$ cat src/rtl/mem_arbiter.sv
// ---------------------------------------------------------------------------
// mem_arbiter
//   Two-master round-robin arbiter and sequencer for a 32x8 single-port data
//   memory. Each transaction is IDLE -> ACCESS -> RESP:
//     IDLE   : requests are sampled and one winner is latched.
//     ACCESS : the winner's request is driven onto the memory port.
//     RESP   : the winner sees ACK together with its RDATA/ERR.
//   All outputs are registered, so there is no combinational path from REQ.
//
// Parameters
//   DEPTH : number of valid memory words; addresses >= DEPTH are errors
//   AW    : address width
//   DW    : data width
//
// Ports
//   CLK, RESET_N          : clock (rising edge), asynchronous active-low reset
//   REQx/WEx/ADDRx/WDATAx : request from master x, held until GNTx
//   GNTx                  : high during master x's memory-access cycle
//   ACKx                  : one-cycle completion pulse
//   RDATAx/ERRx           : read data / out-of-range flag, valid with ACKx,
//                           held until master x's next ACK
//   M_AD/M_WD/M_MW/M_MR   : memory address, write data, write and read enable
//   M_RD                  : memory read data (combinational from the memory)
// ---------------------------------------------------------------------------
module mem_arbiter #(
  parameter int DEPTH = 32,
  parameter int AW    = 8,
  parameter int DW    = 8
) (
  input  logic          CLK,
  input  logic          RESET_N,
  input  logic          REQ0,
  input  logic          REQ1,
  input  logic          WE0,
  input  logic          WE1,
  input  logic [AW-1:0] ADDR0,
  input  logic [AW-1:0] ADDR1,
  input  logic [DW-1:0] WDATA0,
  input  logic [DW-1:0] WDATA1,
  output logic          GNT0,
  output logic          GNT1,
  output logic          ACK0,
  output logic          ACK1,
  output logic [DW-1:0] RDATA0,
  output logic [DW-1:0] RDATA1,
  output logic          ERR0,
  output logic          ERR1,
  output logic [AW-1:0] M_AD,
  output logic [DW-1:0] M_WD,
  output logic          M_MW,
  output logic          M_MR,
  input  logic [DW-1:0] M_RD
);

  typedef enum logic [1:0] {
    S_IDLE   = 2'd0,
    S_ACCESS = 2'd1,
    S_RESP   = 2'd2
  } state_e;

  state_e        state_q;
  logic          last_q;   // master served last; 1 after reset so master 0 wins the first tie
  logic          win_q;    // master owning the current transaction
  logic          we_q;
  logic          err_q;

  logic          win_d;
  logic          we_d;
  logic [AW-1:0] addr_d;
  logic [DW-1:0] wdata_d;
  logic          ok_d;
  logic [DW-1:0] rdata_d;

  // Address lies inside the memory.
  function automatic logic addr_ok(input logic [AW-1:0] a);
    addr_ok = (int'(a) < DEPTH);
  endfunction

  // Pick the winner among pending requests: a lone requester wins, a tie goes to the master not served last.
  always_comb begin
    if (REQ0 && REQ1) begin
      win_d = ~last_q;
    end else if (REQ1) begin
      win_d = 1'b1;
    end else begin
      win_d = 1'b0;
    end
  end

  // Route the winner's request fields to the latching stage.
  always_comb begin
    if (win_d) begin
      we_d    = WE1;
      addr_d  = ADDR1;
      wdata_d = WDATA1;
    end else begin
      we_d    = WE0;
      addr_d  = ADDR0;
      wdata_d = WDATA0;
    end
    ok_d = addr_ok(addr_d);
  end

  // Read data returned to the winner: memory data for in-range reads, zero for writes and errors.
  always_comb begin
    if (!we_q && !err_q) begin
      rdata_d = M_RD;
    end else begin
      rdata_d = {DW{1'b0}};
    end
  end

  // Transaction sequencer with registered memory-port and handshake outputs.
  always_ff @(posedge CLK or negedge RESET_N) begin
    if (!RESET_N) begin
      state_q <= S_IDLE;
      last_q  <= 1'b1;
      win_q   <= 1'b0;
      we_q    <= 1'b0;
      err_q   <= 1'b0;
      GNT0    <= 1'b0;
      GNT1    <= 1'b0;
      ACK0    <= 1'b0;
      ACK1    <= 1'b0;
      ERR0    <= 1'b0;
      ERR1    <= 1'b0;
      RDATA0  <= {DW{1'b0}};
      RDATA1  <= {DW{1'b0}};
      M_AD    <= {AW{1'b0}};
      M_WD    <= {DW{1'b0}};
      M_MW    <= 1'b0;
      M_MR    <= 1'b0;
    end else begin
      case (state_q)
        S_IDLE: begin
          if (REQ0 || REQ1) begin
            state_q <= S_ACCESS;
            win_q   <= win_d;
            we_q    <= we_d;
            err_q   <= ~ok_d;
            GNT0    <= ~win_d;
            GNT1    <= win_d;
            // Address and data are driven even for out-of-range requests; only the strobes are suppressed.
            M_AD    <= addr_d;
            M_WD    <= wdata_d;
            M_MW    <= we_d & ok_d;
            M_MR    <= ~we_d & ok_d;
          end else begin
            state_q <= S_IDLE;
          end
        end
        S_ACCESS: begin
          state_q <= S_RESP;
          GNT0    <= 1'b0;
          GNT1    <= 1'b0;
          M_MW    <= 1'b0;
          M_MR    <= 1'b0;
          if (win_q) begin
            ACK1   <= 1'b1;
            RDATA1 <= rdata_d;
            ERR1   <= err_q;
          end else begin
            ACK0   <= 1'b1;
            RDATA0 <= rdata_d;
            ERR0   <= err_q;
          end
        end
        S_RESP: begin
          state_q <= S_IDLE;
          ACK0    <= 1'b0;
          ACK1    <= 1'b0;
          last_q  <= win_q;
        end
        default: begin
          state_q <= S_IDLE;
          GNT0    <= 1'b0;
          GNT1    <= 1'b0;
          ACK0    <= 1'b0;
          ACK1    <= 1'b0;
          M_MW    <= 1'b0;
          M_MR    <= 1'b0;
        end
      endcase
    end
  end

endmodule

$ cat config.mk
export PLATFORM = sky130hd
export DESIGN_NAME = mem_arbiter
export DESIGN_NICKNAME = d
export VERILOG_FILES = /design/src/rtl/mem_arbiter.sv
export SDC_FILE = /design/constraint.sdc
export NUM_CORES = 1
export LEC_CHECK = 0
export CORE_UTILIZATION = 45
export CTS_CLUSTER_SIZE = 25
export DETAILED_ROUTE_END_ITERATION = 10
export GPL_TIMING_DRIVEN = 0
export HOLD_SLACK_MARGIN = 0.12
export PLACE_DENSITY = 0.85
export SYNTH_ARGS = -nofsm -noshare
export SYNTH_HDL_FRONTEND = slang
export SYNTH_SLANG_ARGS = --single-unit
$ cat constraint.sdc
create_clock -name CLK -period 4.8 [get_ports CLK]
set_input_delay 0.96 -clock CLK [delete_from_list [all_inputs] [get_ports CLK]]
set_output_delay 0.96 -clock CLK [all_outputs]
set_load 0.02 [all_outputs]
## After elaboration in Yosys (flattened, before gate mapping)

Cells that the tools add are included.
W data, S select, Z words.

- Magnitude comparators: 1
- Equal/unequal tests: 5
- Mux-type cells: 20
- Bitwise operators: 9
- Reduce and logical (&&, ||, !) cells: 12

Operators by type and width:

| cell | number |
|---|---|
| $mux W8 | 3 |
| $pmux W1 S2 | 6 |
| $reduce_and A2 Y1 | 6 |
| $mux W1 | 10 |
| $lt A8 B6 Y1 const B | 1 |
| $not A1 Y1 | 7 |
| $ne A2 B2 Y1 const B | 3 |
| $pmux W2 S2 | 1 |
| $and A1 B1 Y1 | 2 |
| $eq A2 B1 Y1 const B | 1 |
| $eq A2 B2 Y1 const B | 1 |
| $logic_and A1 B1 Y1 | 2 |
| $logic_not A1 Y1 | 2 |
| $logic_not A2 Y1 | 1 |
| $logic_or A1 B1 Y1 | 1 |

- Register bits: 46
- Bits of input ports: 46
- Word-level logic and storage cells: 64

## Logic depth before layout (Yosys ltp)

Gate-level depths: netlist (run 1).

- Word-level depth: 7
- Mapped depth: 5

## Worst setup path after synthesis (run 1)

OpenSTA, ideal clock, no wires.

- Path kind: input to register
- Start point: input REQ1
- End point: register M_AD[5]
- Arrival time: 1.885 ns
- Required time: 4.675 ns
- Path slack: 2.791 ns
- Cell stages on the path: 3
- Buffers on the path: 0
- Path through: a21boi_0 > mux2_2 > mux2_2

- Word-level cells in the longest chain between the ends: 3

Ends and longest elaborated chain:

| what | RTL line | source |
|---|---|---|
| start, declared | 33 | `input logic REQ1,` |
| $mux W1 / $logic_and A1 B1 Y1 (equally long branches) | 83, 81 |  |
| $mux W1 | 81 | `if (REQ0 && REQ1) begin` |
| $mux W8 | 92 | `if (win_d) begin` |
| end signal, assigned | 129 | `M_AD <= {AW{1'b0}};` |
| end signal, assigned | 144 | `M_AD <= addr_d;` |
| end, declared | 48 | `output logic [AW-1:0] M_AD,` |

Several ways; a longest one is shown, not always the timed one.
A chain may end at the register's enable or synchronous reset.

## Worst setup path after layout (run 1)

Ends and elaborated chain as after synthesis.

==> summary.md, run 1 <==
| Metric | Value |
|---|---|
| Post-Route Setup TNS | 0 ns |
| Most frequent cells in the layout | 84 x clkdlybuf4s50_1, 45 x dfrtp_1, 37 x mux2_2 |
| Clk_skew | 0.0141 ns |
| Seq cells post-synth | 46 |
| Crit path top cell by count | mux2_2 |
| Synth Area in Compound Gates | 8.52% |
| Critical path peak fanout | 4 |
| Cell leakage power | 1.29 nW |
| Mux cell area share after synthesis | 21.0% |
| Arr. time, crit path | 2.61 ns |
| Post-Place Worst Slack | 2.07 ns |
| Nets | 306 |
| GRT overflow | 0 |
| Post-Route WL | 4700 um |
| Synth Warn # | 0 |
| Gr usage total | 20.6% |
| Starting DRC count in detailed routing | 62 |
| Top Family by Delay on Critical Path | multiplexers |
| Syn_nets | 213 |
| Worst Path Buf+Inv | 1 |
| Global-route wire length before repair | 7770 um |
| IO buf count | 85 |
| # IOs | 86 |
| Area grow syn2layout | 49.8% |
| Detailed-route via count | 1,620 |
| Wire per inst | 15.0 um |
| Crit start category | primary input |
| Synthesized-area fraction occupied by adder cells | 0% |
| Most common cell after layout, fill and taps aside | clkdlybuf4s50_1 |
| Cell total after placement | 305 |
| Core footprint | 0.00435 mm^2 |
| Psw | 0.000663 W |
| Clock Path Buffers | 2 |
| Gpl congestion | 0.740 |
| Crit path cell chain | clkdlybuf4s50_1 -> a21boi_0 -> mux2_2 -> mux2_2 |
| Root Buffer | clkbuf_8 |
| Flop pwr share | 36.9% |
| Final Slew Violations | 0 |
| CTS tree | built |
| Least-Margin Pin Slew | 0.603 ns |
| WS Path Type | in -> reg |
| Die ar. | 0.00481 mm^2 |
| Initial Util | 46.9% |
| Vias in the first global route | 1,641 |
| Number of H-tree levels | 2 |
| Max Cap Violations | 0 |
| Fin worst setup slack | 2.37 ns |
| Post-CTS Hold Fix Bufs | 0 |
| Unrepaired setup endpoints after global routing | no |
| Clk_lat worst skew | 0.30 ns |
| Fin crit period | 2.43 ns |
| Die X | 69.4 um |
| Synth Area in Simple Gates | 10.5% |
| PwrDens | 584 mW/mm^2 |
| Sequential area share after synthesis | 56.4% |
| Hold Crit Class | reg -> reg |
| Antenna cells | 0 |
| Residual DRC | 0 |
| Maximum VDD drop | 300 uV |
| Detail Route Antenna Nets | 0 |
| Power Internal | 0.00112 W |
| Sw frac | 37.1% |
| Die height | 69.4 um |
| Post-synth cell types | 29 |
| Clock slew at reported path FFs | 0.09 ns |
| Worst EP required | 4.98 ns |
| Setup-failing EPs final | 0 |
| Clock power frac | 12.8% |
| Slowest CP cell | clkdlybuf4s50_1 |
| Cells after Synth | 167 |
| Post-Synth XOR/XNOR Area | 0% |
| Outcome | complete, no violations |
| Avg Vias per Cell | 5.18 |
| Final std cells w/o fill | 313 |
| Synthesized cell area | 0.00204 mm^2 |
| Layout fillers | 341 |
| Average size of a mapped cell | 12.2 um^2 |
| Crit-path max cell delay | 0.53 ns |
| CTS buffer count | 5 |
| Worst Setup End Kind | flip-flop |
| Clk sinks | 46 |
| Post-CTS setup buffers | 0 |
| Rel. slew slack | 59.7% |
| Final hold vios | 0 |
| Share of cells above drive strength 1 | 21.1% |
| Largest net degree at the start of global routing | 33 |
| Post-CTS Resized | 0 |
| Dpl hpwl | 3540 um |
| Logic gate share of total power | 50.3% |
| Row count | 24 |
| Final period util | 50.6% |
| Pre-Repair DR Iteration Count | 4 |
| Largest family of logic cells by synthesized area | multiplexers |
| Initial antenna violation count | 0 |
| Fmax | 411 MHz |
## final timing paths
kind                             endpoint  cells after the start  slack [ns]  startpoint
max in group asynchronous          last_q                      2        3.71     RESET_N
min in group asynchronous       RDATA0[6]                      1        0.55     RESET_N
worst max-delay path              M_AD[5]                      4        2.37        REQ1
worst min-delay path            RDATA0[2]                      2        0.48   RDATA0[2]
worst min register to register  RDATA0[2]                      2        0.48   RDATA0[2]
worst max register to register      win_q                      4        3.04  state_q[1]
## cells in the mapped netlist (all sizes together)
master   n  area, um^2
nand2   24        90.1
a21oi    1        5.00
dfstp    1        26.3
a21boi   1        7.51
nand3b   1        7.51
or4b     1        10.0
and3b    2        17.5
or4      1        7.51
o41ai    1        8.76
buf      2        16.3
dfrtp   45        1130
nor2     4        22.5
o21ai   21         105
nor4     4        25.0
nor2b    3        18.8
o22a     1        8.76
a21bo    1        10.0
or3      1        6.26
inv      5        18.8
a211o    2        17.5
or3b     1        8.76
clkbuf   5        38.8
o21bai   1        11.3
mux2    38         428
## routing by layer
layer | share of wire (%) | track usage (%)
met5 | 0 | 0
met4 | 0.74 | 4.99
met3 | 5.6 | 4.65
met2 | 52 | 36.5
met1 | 41 | 25.3
## metrics by stage
step	area, um^2	hold WS, ns	utilization, %	total power, W
5_1_grt	3060	0.519	70.3	0.00189
4_1_cts	3060	0.491	70.3	0.00180
3_3_place_gp	2960	0.463	67.9	0.00154
3_5_place_dp	2970	0.471	68.3	0.00157
2_1_floorplan	2040	0.482	-	0.00115
6_report	3060	0.483	70.3	0.00179
## layout make-up
cell class | count | area [um^2] | share of cell area, %
sequential | 46 | 1150 | 37.7
timing repair buffer | 86 | 866 | 28.3
multi-input combinational | 109 | 816 | 26.7
clock buffer | 6 | 72.6 | 2.37
tap | 52 | 65.1 | 2.13
buffer | 7 | 55.1 | 1.80
inverter | 5 | 18.8 | 0.613
clock inverter | 2 | 13.8 | 0.450
## flip-flops by register name (all words and copies together) (netlist names), 2 cells and up
name	count
M_AD	8
M_WD	8
RDATA0	8
RDATA1	8
state_q	2
## cells by family after synthesis
logic type             count (synthesis)
muxes                                 38
buffers and inverters                 12
AOI/OAI and AO/OA                     29
and+or+nand+nor                       42
DFF                                   46
## worst register-to-register path, stage by stage (launching register included)
cell	delay, ns
dfrtp_1	0.48
o21bai_2	0.32
nor2_4	0.30
buf_6	0.21
mux2_2	0.34
## power groups by stage
stage	sequential (W)	combinational [W]	clock (W)
5_1_grt	0.000683	0.000952	0.000253
2_1_floorplan	0.000828	0.000317	0
3_5_place_dp	0.000667	0.000906	0
3_3_place_gp	0.000656	0.000884	0
6_report	0.000659	0.000897	0.000229
4_1_cts	0.000662	0.000909	0.000233
(Power assumes the default switching activity.)
==> run 2: changes to the inputs <==
Settings changed: CORE_UTILIZATION 45 to 42, PLACE_DENSITY 0.85 to 0.8.
Clock period 4.8 ns to 2.4 ns, I/O delays scaled along.
==> summary.md, run 2 (synthesis gave the netlist of run 1 again) <==
| Metric | Value |
|---|---|
| Final period util | 82.4% |
| Fin crit period | 1.98 ns |
| Gr usage total | 18.3% (-2.3 points) |
| Vias in the first global route | 1,519 (-7.4%) |
| PwrDens | 1160 mW/mm^2 (+99%) |
| Avg Vias per Cell | 5.10 (-1.4%) |
| Initial Util | 43.5% (-3.4 points) |
| Final core utilization | 65.3% (-4.9 points) |
| Share of cells above drive strength 1 | 21.5% (+0.38 points) |
| Residual DRC | 0 (unchanged) |
| Area grow syn2layout | 50.1% |
| Reg area | 0.00115 mm^2 (unchanged) |
| R2R depth | 4 (unchanged) |
| Wire per inst | 14.1 um (-6.0%) |
| Crit path top cell by count | mux2_2 |
| Final hold vios | 0 (unchanged) |
| Detailed-route via count | 1,607 (-0.80%) |
| Outcome | complete, no violations |
| DP Area | 0.00298 mm^2 (about the same) |
| Layout fillers | 388 (+14%) |
| Crit path cell chain | clkdlybuf4s50_1 -> a21boi_0 -> mux2_2 -> mux2_2 |
| Clk_lat worst skew | 0.30 ns (about the same) |
| Maximum VDD drop | 573 uV (+91%) |
| Starting DRC count in detailed routing | 66 (+6.5%) |
| Worst reg-to-reg setup slack | 0.62 ns (-2.42 ns) |
| Initial antenna violation count | 0 (unchanged) |
| Largest net degree at the start of global routing | 26 (-21%) |
| Core footprint | 0.00469 mm^2 (+7.8%) |
| Die X | 71.7 um (+3.4%) |
| Setup-failing EPs final | 0 (unchanged) |
| Nets | 306 (unchanged) |
| Rel. slew slack | 62.3% (+2.6 points) |
| Slowest CP cell | clkdlybuf4s50_1 |
| Cell leakage power | 1.29 nW (about the same) |
| Fin worst setup slack | 0.423 ns (-1.95 ns) |
| Clock Path Buffers | 2 (unchanged) |
| Gpl congestion | 0.776 (+4.9%) |
| Least-Margin Pin Slew | 0.563 ns (-0.0394 ns) |
| Die height | 71.7 um (+3.4%) |
| Number of H-tree levels | 2 (unchanged) |
| Root Buffer | clkbuf_8 |
| CTS buffer count | 5 (unchanged) |
| Clk_skew | 0.00775 ns (-0.00636 ns) |
| Crit path from | REQ1 |
| Critical path peak fanout | 4 (unchanged) |
| Post-Place Worst Slack | 0.124 ns (-1.95 ns) |
| Max Cap Violations | 0 (unchanged) |
| GRT overflow | 0 (unchanged) |
| Row count | 25 (+4.2%) |
| Post-CTS Resized | 0 (unchanged) |
| Worst EP required | 2.58 ns (-2.40 ns) |
| Post-Route WL | 4450 um (-5.4%) |
| Post-CTS Hold Fix Bufs | 0 (unchanged) |
| Most common cell after layout, fill and taps aside | clkdlybuf4s50_1 |
| Crit start category | primary input |
| Global-route wire length before repair | 7230 um (-6.9%) |
| Detail Route Antenna Nets | 0 (unchanged) |
| Worst reg2reg path startpoint | state_q[1] |
| Clk sinks | 46 (unchanged) |
| Crit-path max cell delay | 0.54 ns (about the same) |
| # IOs | 86 (unchanged) |
| Most frequent cells in the layout | 84 x clkdlybuf4s50_1, 45 x dfrtp_1, 37 x mux2_2 |
| Reg-to-Reg End | M_AD[3] |
| Hold Crit Class | in -> async |
| WS Path Type | in -> reg |
| Fmax | 506 MHz |
| Antenna cells | 0 (unchanged) |
| Dpl hpwl | 3320 um (-6.2%) |
| IO buf count | 85 (unchanged) |
| CTS tree | built |
| Arr. time, crit path | 2.16 ns (-0.45 ns) |
| Unrepaired setup endpoints after global routing | no |
| Pre-Repair DR Iteration Count | 6 (+2) |
| Final Slew Violations | 0 (unchanged) |
| Worst Setup End Kind | flip-flop |
| Post-route cell area | 0.00307 mm^2 (+0.20%) |
| CP Capture Point | M_AD[5] |
| Area of the multi-input gates | 816 um^2 (unchanged) |
| Die ar. | 0.00514 mm^2 (+6.9%) |
| Clock slew at reported path FFs | 0.08 ns (about the same) |
| Post-CTS setup buffers | 0 (unchanged) |
## run 2: layer usage
metal	global-route usage, %	wire (um)	share of wire, %	vias up
met5	0	0	0	-
met4	6.75	64	1.4	0
met1	23.4	1990	45	760
met3	5.06	287	6.5	7
li1	-	-	-	779
met2	29.8	2100	47	61
## run 2: worst min-delay path by stage
stage	from	end	cells past startpoint
after floorplan	RESET_N	ACK0	0
after global placement	RDATA0[5]	RDATA0[5]	2
after detailed placement	RDATA0[5]	RDATA0[5]	2
after CTS	RESET_N	RDATA1[6]	1
after global routing	RESET_N	RDATA1[6]	1
final	RESET_N	RDATA1[6]	1
## run 2: worst max-delay path: cells and delay by family
kind            cells  cell delay [ns]
mux                 2             0.65
buf+inv             1             0.54
compound gates      1             0.49
## run 2: report_power, final
group	internal [W]	switching [W]	leakage [nW]	total, W
clock	0.000205	0.000260	0.0441	0.000465
sequential	0.00111	0.000190	0.575	0.00130
combinational	0.000923	0.000861	0.667	0.00178
## run 2: cell type report
cell class / count / area share, %
sequential: 46 / 37.6
timing repair buffer: 86 / 28.2
multi-input combinational: 109 / 26.6
clock buffer: 5 / 2.24
tap: 54 / 2.20
buffer: 7 / 1.80
clock inverter: 3 / 0.694
inverter: 5 / 0.612
## run 2: stage by stage
step	TNS, ns	hold WS [ns]	cells	power [W]
floorplan	0	0.184	167	0.00229
CTS	0	0.163	315	0.00359
detailed placement	0	0.469	307	0.00312
global route	0	0.169	315	0.00378
global placement	-18.81	0.463	306	0.00308
finish	0	0.147	315	0.00355
==> run 3: changes to the inputs <==
Settings changed: CORE_UTILIZATION 42 to 38, PLACE_DENSITY 0.8 to 0.77.
Clock period 2.4 ns to 1.72 ns, I/O delays scaled along.
==> summary.md, run 3 (synthesis gave the netlist of run 1 again) <==
| Metric | Value |
|---|---|
| # IOs | 86 (unchanged) |
| Number of H-tree levels | 2 (unchanged) |
| Rel. slew slack | 60.2% (-2.1 points) |
| Avg Vias per Cell | 4.84 (-5.0%) |
| Cell leakage power | 1.31 nW (+1.8%) |
| GRT overflow | 0 (unchanged) |
| Post-Route Setup TNS | 0 ns (unchanged) |
| Crit path cell chain | clkdlybuf4s50_1 -> a21bo_2 -> clkbuf_8 -> mux2_2 -> mux2_2 |
| Root Buffer | clkbuf_8 |
| Crit path top cell by count | mux2_2 |
| Initial Util | 39.7% (-3.8 points) |
| Post-Route WL | 4540 um (+2.0%) |
| Slowest CP cell | clkdlybuf4s50_1 |
| Area grow syn2layout | 53.6% |
| PwrDens | 1640 mW/mm^2 (+41%) |
| Crit-path max cell delay | 0.55 ns (about the same) |
| Fmax | 600 MHz |
| Gpl congestion | 0.787 (+1.4%) |
| Dpl hpwl | 3360 um (+1.2%) |
| Cell total after placement | 323 (+5.2%) |
| Maximum VDD drop | 920 uV (+61%) |
| Outcome | complete, no violations |
| Wire per inst | 13.6 um (-3.8%) |
| Unrepaired setup endpoints after global routing | no |
| Final hold slack | 0.485 ns (+0.337 ns) |
| Max Cap Violations | 0 (unchanged) |
| Hold Crit Class | reg -> reg |
| Gr usage total | 17.4% (-0.85 points) |
| Crit start category | primary input |
| Residual DRC | 0 (unchanged) |
| Worst EP required | 1.90 ns (-0.68 ns) |
| Clk_skew | 0.00568 ns (-0.00207 ns) |
| IO buf count | 85 (unchanged) |
| Worst Path Buf+Inv | 2 (+1) |
| Die X | 75.3 um (+5.0%) |
| CTS tree | built |
| Arr. time, crit path | 1.85 ns (-0.31 ns) |
| Post-route cell area | 0.00314 mm^2 (+2.3%) |
| Die height | 75.3 um (+5.0%) |
| Antenna cells | 0 (unchanged) |
| Most common cell after layout, fill and taps aside | clkdlybuf4s50_1 |
| Nets | 309 (+0.98%) |
| CTS buffer count | 5 (unchanged) |
| Die ar. | 0.00567 mm^2 (+10%) |
| WS Path Type | in -> reg |
| Largest net degree at the start of global routing | 29 (+12%) |
| Vias in the first global route | 1,655 (+9.0%) |
| Clk_lat worst skew | 0.29 ns (about the same) |
| Clk sinks | 46 (unchanged) |
| Clock slew at reported path FFs | 0.08 ns (about the same) |
| Row count | 26 (+4.0%) |
| Critical path peak fanout | 10 (+6) |
| DP Area | 0.00300 mm^2 (+0.67%) |
| Initial antenna violation count | 0 (unchanged) |
| Top Family by Delay on Critical Path | buffers and inverters |
| Clock Path Buffers | 2 (unchanged) |
| Global-route wire length before repair | 7450 um (+3.0%) |
| Final period util | 96.8% |
| Core footprint | 0.00514 mm^2 (+9.5%) |
| Final std cells w/o fill | 334 (+6.0%) |
| Fin crit period | 1.67 ns |
| Worst Setup End Kind | flip-flop |
| Starting DRC count in detailed routing | 38 (-42%) |
| Share of cells above drive strength 1 | 22.7% (+1.3 points) |
| Detailed-route via count | 1,618 (+0.68%) |
| Layout fillers | 467 (+20%) |
| Final Slew Violations | 0 (unchanged) |
| Setup-failing EPs final | 0 (unchanged) |
| Pre-Repair DR Iteration Count | 4 (-2) |
| Least-Margin Pin Slew | 0.595 ns (+0.0319 ns) |
| Final hold vios | 0 (unchanged) |
| Detail Route Antenna Nets | 0 (unchanged) |
| Most frequent cells in the layout | 84 x clkdlybuf4s50_1, 44 x dfrtp_1, 37 x mux2_2 |
[run 3: cell types whose count changed in the layout (fill, tap and decap cells not counted)]
cell / delta
a21boi_0: -1
a21boi_2: +1
buf_4: +2
bufinv_16: +1
clkbuf_2: +1
clkinv_2: -1
clkinv_4: -1
dfrtp_1: -1
dfrtp_2: +1
dlygate4sd3_1: +1
[run 3: per-stage QoR]
stage          total power, W  utilization, %  worst slack (ns)
3_3_place_gp          0.00430            58.0            -0.938
4_1_cts               0.00520            60.9            0.0331
5_1_grt               0.00548            61.0           0.00991
6_report              0.00514            61.0            0.0542
3_5_place_dp          0.00436            58.3            -0.428
2_1_floorplan         0.00320               -             0.197
[run 3: report_power, final]
| part | leakage [nW] | internal (W) | switching, W | total, W |
|---|---|---|---|---|
| sequential | 0.574 | 0.00156 | 0.000271 | 0.00183 |
| combinational | 0.685 | 0.00132 | 0.00120 | 0.00252 |
| clock | 0.0514 | 0.000434 | 0.000359 | 0.000793 |
| total | 1.31 | 0.00331 | 0.00183 | 0.00514 |
[run 3: final timing paths]
kind	from	endpoint	slack, ns	cells after the start
max in group asynchronous	RESET_N	last_q	0.64	3
max	REQ0	M_WD[3]	0.05	5
max reg2reg	last_q	M_WD[3]	0.10	4
min in group asynchronous	RESET_N	ACK1	0.52	2
min reg2reg	RDATA1[0]	RDATA1[0]	0.48	2
min	RDATA1[0]	RDATA1[0]	0.48	2
[run 3: routing by layer]
layer | routed length [um] | part of all wire [%] | track usage [%]
met1 | 1920 | 42 | 20.7
met2 | 2200 | 48 | 31.0
met3 | 366 | 8.1 | 5.42
met4 | 51 | 1.1 | 4.32
met5 | 0 | 0 | 0
[run 3: final cells by class]
type | count | area (um^2) | area share, %
buffer | 7 | 56.3 | 1.79
clock buffer | 6 | 72.6 | 2.31
clock inverter | 2 | 37.5 | 1.20
inverter | 5 | 18.8 | 0.598
multi-input combinational | 109 | 820 | 26.1
sequential | 46 | 1150 | 36.8
tap | 70 | 87.6 | 2.79
timing repair buffer | 89 | 891 | 28.4
[run 3: worst reg2reg max path, delay by kind of cell (launching register included)]
| kind | cells | cell delay [ns] |
|---|---|---|
| muxes | 2 | 0.60 |
| AOI/OAI and AO/OA | 1 | 0.16 |
| DFF | 1 | 0.57 |
| buffers and inverters | 1 | 0.17 |
[run 3: repair_timing]
| item | 4_1_cts | 5_1_grt |
|---|---|---|
| hold endpoints to repair | 18 | 0 |
| hold buffers | 1 | 0 |
| setup buffers | 2 | 0 |
| setup endpoints to repair | 9 | 7 |
| gates cloned | 0 | 0 |
| pin swaps | 1 | 0 |
| resized for setup | 1 | 4 |
